==> src/rtl/nf_cf_compress_stage_pkg.sv <==
// Shared constants, the share-vector type and index helpers for the masked S-box
// compression stage.
package nf_cf_compress_stage_pkg;

  localparam int SHARES       = 3;
  localparam int CF_PER_BIT   = 9;
  localparam int CF_PER_SHARE = CF_PER_BIT / SHARES;
  localparam int RND_PER_BIT  = 2;

  // One coordinate's worth of output shares, bit s = share s+1.
  typedef logic [SHARES-1:0] share_vec_t;

  // First component-function bit feeding share s (0-based) of coordinate n.
  function automatic int cf_base(input int n, input int s);
    return CF_PER_BIT * n + CF_PER_SHARE * s;
  endfunction

  // Position of share s (0-based) of coordinate n in the packed share bus.
  function automatic int sh_idx(input int n, input int s);
    return SHARES * n + s;
  endfunction

endpackage

==> src/rtl/nf_cf_compress_stage_cf_group_xor.sv <==
// cf_group_xor: folds one group of component-function bits into a single share bit.
// Purely combinational; it only ever sees bits that belong to one d share.
module cf_group_xor
  import nf_cf_compress_stage_pkg::*;
(
  input  logic [CF_PER_SHARE-1:0] cf_bits,
  output logic                    share_bit
);

  assign share_bit = ^cf_bits;

endmodule

==> src/rtl/nf_cf_compress_stage.sv <==
// nf_cf_compress_stage: two-stage pipeline behind the masked S-box component functions.
// Stage 1 registers the raw component bits (glitch barrier), stage 2 registers the
// XOR-compressed output shares.
// Optional feature macro: SBOX_REMASK_EN adds the rnd port and re-masks the shares
// with fresh randomness on every stage-2 load.
//
// Handshake: a transfer happens on a rising edge where valid and ready are both 1.
// A producer keeps valid and data stable until it transfers; this stage keeps
// out_valid and out_sh stable while out_valid=1 and out_ready=0.
module nf_cf_compress_stage
  import nf_cf_compress_stage_pkg::*;
#(
  parameter int N_BITS = 2
) (
  input  logic                         clk,
  input  logic                         rst_n,
  input  logic                         flush,
  input  logic                         in_valid,
  output logic                         in_ready,
  input  logic [CF_PER_BIT*N_BITS-1:0] cf_in,
`ifdef SBOX_REMASK_EN
  input  logic [RND_PER_BIT*N_BITS-1:0] rnd,
`endif
  output logic                         out_valid,
  input  logic                         out_ready,
  output logic [SHARES*N_BITS-1:0]     out_sh,
  output logic                         busy
);

  localparam int CW = CF_PER_BIT * N_BITS;
  localparam int SW = SHARES * N_BITS;

  logic          s1_valid_q, s1_valid_d;
  logic [CW-1:0] s1_data_q,  s1_data_d;
  logic          s2_valid_q, s2_valid_d;
  logic [SW-1:0] out_sh_q,   out_sh_d;

  logic          s1_adv;
  logic          s1_open;
  logic [SW-1:0] comp_sh;
  logic [SW-1:0] sh_next;

  // Compression reads only the registered stage-1 bits, one instance per share bit.
  for (genvar n = 0; n < N_BITS; n++) begin : g_coord
    for (genvar s = 0; s < SHARES; s++) begin : g_share
      cf_group_xor u_grp (
        .cf_bits   (s1_data_q[cf_base(n, s) +: CF_PER_SHARE]),
        .share_bit (comp_sh[sh_idx(n, s)])
      );
    end
  end

`ifdef SBOX_REMASK_EN
  // Re-mask each coordinate; the three mask bits XOR to zero so the secret is unchanged.
  always_comb begin
    sh_next = comp_sh;
    for (int n = 0; n < N_BITS; n++) begin
      share_vec_t m;
      m = {rnd[2*n] ^ rnd[2*n+1], rnd[2*n+1], rnd[2*n]};
      sh_next[SHARES*n +: SHARES] = comp_sh[SHARES*n +: SHARES] ^ m;
    end
  end
`else
  assign sh_next = comp_sh;
`endif

  assign s1_adv   = !s2_valid_q || out_ready;
  assign s1_open  = !s1_valid_q || s1_adv;
  assign in_ready = !flush && s1_open;

  // Next-state for both stages; flush clears everything and blocks new input.
  always_comb begin
    s1_valid_d = s1_valid_q;
    s1_data_d  = s1_data_q;
    s2_valid_d = s2_valid_q;
    out_sh_d   = out_sh_q;
    if (flush) begin
      s1_valid_d = 1'b0;
      s1_data_d  = '0;
      s2_valid_d = 1'b0;
      out_sh_d   = '0;
    end else begin
      if (s1_open) begin
        s1_valid_d = in_valid;
        if (in_valid) s1_data_d = cf_in;
      end
      if (s1_adv) begin
        s2_valid_d = s1_valid_q;
        if (s1_valid_q) out_sh_d = sh_next;
      end
    end
  end

  // Pipeline registers with asynchronous clear.
  always_ff @(posedge clk or negedge rst_n) begin
    if (!rst_n) begin
      s1_valid_q <= 1'b0;
      s1_data_q  <= '0;
      s2_valid_q <= 1'b0;
      out_sh_q   <= '0;
    end else begin
      s1_valid_q <= s1_valid_d;
      s1_data_q  <= s1_data_d;
      s2_valid_q <= s2_valid_d;
      out_sh_q   <= out_sh_d;
    end
  end

  assign out_valid = s2_valid_q;
  assign out_sh    = out_sh_q;
  assign busy      = s1_valid_q || s2_valid_q;

endmodule
==> config.mk <==
export PLATFORM = sky130hd
export DESIGN_NAME = nf_cf_compress_stage
export DESIGN_NICKNAME = d
export VERILOG_FILES = /design/src/rtl/nf_cf_compress_stage_pkg.sv /design/src/rtl/nf_cf_compress_stage_cf_group_xor.sv /design/src/rtl/nf_cf_compress_stage.sv
export SDC_FILE = /design/constraint.sdc
export NUM_CORES = 1
export LEC_CHECK = 0
export ABC_AREA = 1
export CAP_MARGIN = 15
export CORE_MARGIN = 3
export CORE_UTILIZATION = 48
export DETAILED_ROUTE_END_ITERATION = 16
export GPL_TIMING_DRIVEN = 0
export MAX_ROUTING_LAYER = met4
export PLACE_DENSITY = 0.88
export SKIP_CTS_REPAIR_TIMING = 1
export SYNTH_ARGS = -nofsm -noshare
export SYNTH_HDL_FRONTEND = slang
export SYNTH_HIERARCHICAL = 1
export SYNTH_SLANG_ARGS = --single-unit
==> constraint.sdc <==
create_clock -name clk -period 1.5 [get_ports clk]
set_clock_uncertainty 0.05 [all_clocks]
set_input_delay 0.375 -clock clk [delete_from_list [all_inputs] [get_ports clk]]
set_output_delay 0.375 -clock clk [all_outputs]
set_load 0.005 [all_outputs]
======== Word level (Yosys, flattened, before mapping) ========
Cells that the tools add are included.
cells by class
  $add $sub $neg .......................... 0
  multiply operators ...................... 0
  divide/modulo/power cells ............... 0
  magnitude comparators ................... 0
  equality and inequality tests ........... 0
  shifts and indexed selects .............. 0
  mux-type cells .......................... 10
  bitwise operators ....................... 0
  reduce and logical (&&, ||, !) cells .... 19
operators by type and width
  kind                 count
  18-bit 2-to-1 mux    3
  6-bit 2-to-1 mux     3
  3-bit XOR reduction  6
  2-bit nonzero test   4
  1-bit 2-to-1 mux     4
  2-bit AND reduction  2
  1-bit logical NOT    3
  1-bit logical OR     3
  1-bit logical AND    1
storage, ports and cells
  flip-flop bits (word level) ............. 26
  latch bits .............................. 0
  bits in writable memories ............... 0
  bits in read-only memories .............. 0
  input bits .............................. 23
  output and inout port bits .............. 9
  word-level logic and storage cells ...... 33
  memories ................................ 0

======== Logic depth before layout (Yosys ltp) ========
  depth in word-level cells ............... 5
  depth in mapped cells ................... 7
  depth with buffers taken out ............ 7

======== By module ========
Netlist, hierarchy kept.
by module, submodules not included
  module                instances  cells an instance  area each (um^2)
  nf_cf_compress_stage  1          119                1122.3
  cf_group_xor          6          9                  35.0

======== Least setup slack after synthesis ========
No wires, ideal clock.
  kind .................................... register -> output
  start ................................... reg s2_valid_q, in the netlist out_valid
  end ..................................... out in_ready
  arrival ................................. 0.801 ns
  required time ........................... 1.075 ns
  setup slack ............................. 0.274 ns
  cell stages (with the launch flop) ...... 5
  buffers on the path ..................... 1
  path through ............................ dfrtp_1 nand3_2 buf_2 nand2_1 inv_1
between the ends
  longest elaborated chain between the ends .. 4
RTL lines
  item                    RTL line                     text
  start, declared         nf_cf_compress_stage.sv:35   logic s2_valid_q, s2_valid_d;
  start signal, assigned  nf_cf_compress_stage.sv:104  s2_valid_q <= s2_valid_d;
  1-bit logical NOT       nf_cf_compress_stage.sv:67   assign s1_adv = !s2_valid_q || out_ready;
  1-bit logical OR        nf_cf_compress_stage.sv:67
  1-bit logical OR        nf_cf_compress_stage.sv:68   assign s1_open = !s1_valid_q || s1_adv;
  1-bit logical AND       nf_cf_compress_stage.sv:69   assign in_ready = !flush && s1_open;
  end, declared           nf_cf_compress_stage.sv:19   output logic in_ready,
No other way between the ends.

======== Worst setup path in the final report ========
  start ................................... reg s1_valid_q
  end ..................................... out in_ready
between the ends
  longest elaborated chain between the ends .. 3
RTL lines
  item                    RTL line                     text
  start, declared         nf_cf_compress_stage.sv:33   logic s1_valid_q, s1_valid_d;
  start signal, assigned  nf_cf_compress_stage.sv:102  s1_valid_q <= s1_valid_d;
  1-bit logical NOT       nf_cf_compress_stage.sv:68
  1-bit logical OR        nf_cf_compress_stage.sv:68
  1-bit logical AND       nf_cf_compress_stage.sv:69
No other way between the ends.

==> flow_summary.ini <==
[timing]
setup_viol = 2
tightest_slew_ns = 0.636
period_share_pct = 110
fin_crit_ns = 1.65
finalWorstSetupSlack_ns = -0.150
rsz0062_at_grt = true
hold_viol = 0
final_max_slew_viol_count = 0
fmax_mhz = 606
slew_headroom_pct = 57.5

[route]
postRouteAntennaNets = 0
wl_um = 3090
dr.first_iter.drc_count = 49
dr.pass1.iters = 4
drt_drc_violations_left = 0
viasPerCell = 5.27
vias = 1312
wl_per_cell_um = 12.4

[floorplanning]
core_um2 = 2570
num_io_pins = 32
die_w_um = 58.7
fp.dieArea_um2 = 3440
die_y_um = 58.7
initial_core_util_pct = 51.9
core.rowCount = 18

[finish]
drive_above_1_share_pct = 14.6
final_cell_count_no_fill = 249
nNetsFinal = 244
fillers = 197
antenna_cells = 0
fin_util_pct = 71.2
synthToLayoutAreaGrowth_pct = 37.2
design_area_um2 = 1830

[power_and_ir_drop]
power_frac_seq_pct = 57.6
p_sw_mw = 0.359
p_clk_share_pct = 21.5
intPower_mw = 0.978
ir_worst_vdd_mv = 0.619
p_leak_nw = 1.06
p_sw_share_pct = 26.8
power_frac_comb_pct = 20.9
powerDensity_nw_per_um2 = 731
finalPower_mw = 1.34

[global_route]
grt_pass1_vias = 1143
overflow = 0
grt_pass1_wl_um = 4860
grt_max_degree = 27
track_usage_pct = 18.8
antenna_found_initial = 0

[clocking]
cts.path.max_buffers = 2
h-tree-depth = 1
cts_tree = yes
path_clk_slew_ns = 0.13
clock_latency_ns = 0.31
cts_buffers = 3
cts-root-buf = clkbuf_4
cts_num_sinks = 26

[synth]
ys_ff_latch = 26
syn_area_um2 = 1330
syn-num-nets = 196
synth-seq-area-share_pct = 48.8
synth_top_area_share_pct = 48.8
avgSynthCellArea_um2 = 7.70
syn_inst = 173
synthTopCellsByArea = dfrtp_1 49%, nand2_1 14%, nand3_1 12%, nand4_1 8.5%, inv_1 7.3%
synth.yosys.warnings = 6
synth.distinct_cells = 14
post-synth-top-area-cell = dfrtp_1

[min_path]
min-delay-start = flush
hold_class = input pin to flop

[setup_path]
cp_top_family = flip-flops
max_stage_delay_ns = 0.45
worst_path_max_delay_cell = dfrtp_1
critPathKind = flop to primary output
path_buf_inv = 3
endpoint_kind = primary output
reg2reg_from = s1_valid_q$_DFFE_PN0P_
critPathMaxFanout = 8
start_kind = flop
path_cells = buf_6 > nand3_4 > nand2_1 > inv_1 > clkbuf_2
worstPathRequired_ns = 1.07
startpoint = s1_valid_q$_DFFE_PN0P_
arrival_ns = 1.22

[placed_design]
dp_slack_ns = -0.760
placed_cells = 233
routabilityCongestion = 0.734
dp_hpwl_um = 2150
port_buffers = 30
place_area_um2 = 1670

[job]
maxCapViolCount = 0

[run_status]
status = finished with violations
failed_checks = setup timing
==> placed cells by master, fill, tap and decap left out, drive strengths merged <==
cell,synthesis,routed
or2,1,1
o21ai,7,7
dfrtp,26,26
inv,27,27
a21oi,1,1
clkdlybuf4s50,0,20
buf,9,22
nand3,32,32
nand2,52,52
dlymetal6s2s,0,8
clkbuf,0,5
nand4,18,18
==> final timing paths <==
path / endpoint / cells after the start / slack [ns]
worst min-delay path: s1_valid_q$_DFFE_PN0P_ / 2 / 0.26
max in group asynchronous: s1_data_q[3]$_DFFE_PN0P_ / 2 / 0.50
worst min register to register: s1_data_q[11]$_DFFE_PN0P_ / 2 / 0.50
worst max register to register: s1_data_q[17]$_DFFE_PN0P_ / 7 / 0.14
worst max-delay path: in_ready / 5 / -0.15
min in group asynchronous: s1_data_q[11]$_DFFE_PN0P_ / 1 / 0.39
==> kinds of logic after synthesis <==
kind of cell | Yosys count | share of synthesized area [%]
simple gates | 103 | 36.5
buf+inv | 36 | 11.6
flops | 26 | 48.8
compound gates | 8 | 3.00
==> metrics by stage <==
| step | setup TNS (ns) | hold WS, ns |
|---|---|---|
| global route | -0.356 | 0.237 |
| floorplan | 0 | 0.0294 |
| CTS | -2.13 | 0.330 |
| finish | -0.227 | 0.260 |
| global placement | -8.46 | 0.445 |
| detailed placement | -9.02 | 0.471 |
==> registers in the layout, summed over array words and instances, names as in the netlist <==
name / count
s1_valid_q: 1
s1_data_q: 18
out_valid: 1
out_sh: 6
==> layer usage <==
metal  GRT usage (%)  wire, um  vias to the layer above
met5               -         0                        -
met4            6.80        65                        0
met3            1.54       171                        7
met2            33.0      1610                       46
met1            22.6      1240                      603
li1                -         -                      656
==> power groups by stage <==
stage	sequential (mW)	combinational [mW]	clock, mW
finish	0.769	0.280	0.287
global route	0.774	0.315	0.326
CTS	0.769	0.255	0.291
detailed placement	0.783	0.255	0
global placement	0.780	0.246	0
floorplan	0.777	0.131	0
==> cell type report <==
class	count	area (um2)	share of cell area, %
flip-flops and latches	26	651	35.6
multi-input cells	111	534	29.2
repair buffers	44	427	23.3
inverters	27	101	5.54
plain buffers	8	55.1	3.01
well taps	30	37.5	2.05
clock buffers	3	22.5	1.23
==> Yosys cell counts <==
cell and n:
nand2_1 51, nand3_1 31, dfrtp_1 26, inv_1 26
nand4_1 18, buf_2 7, o21ai_0 7, a21oi_1 1
buf_4 1, buf_6 1, inv_2 1, nand2_4 1
nand3_2 1, or2_2 1
No activity file was read; power rests on OpenSTA's default activity.
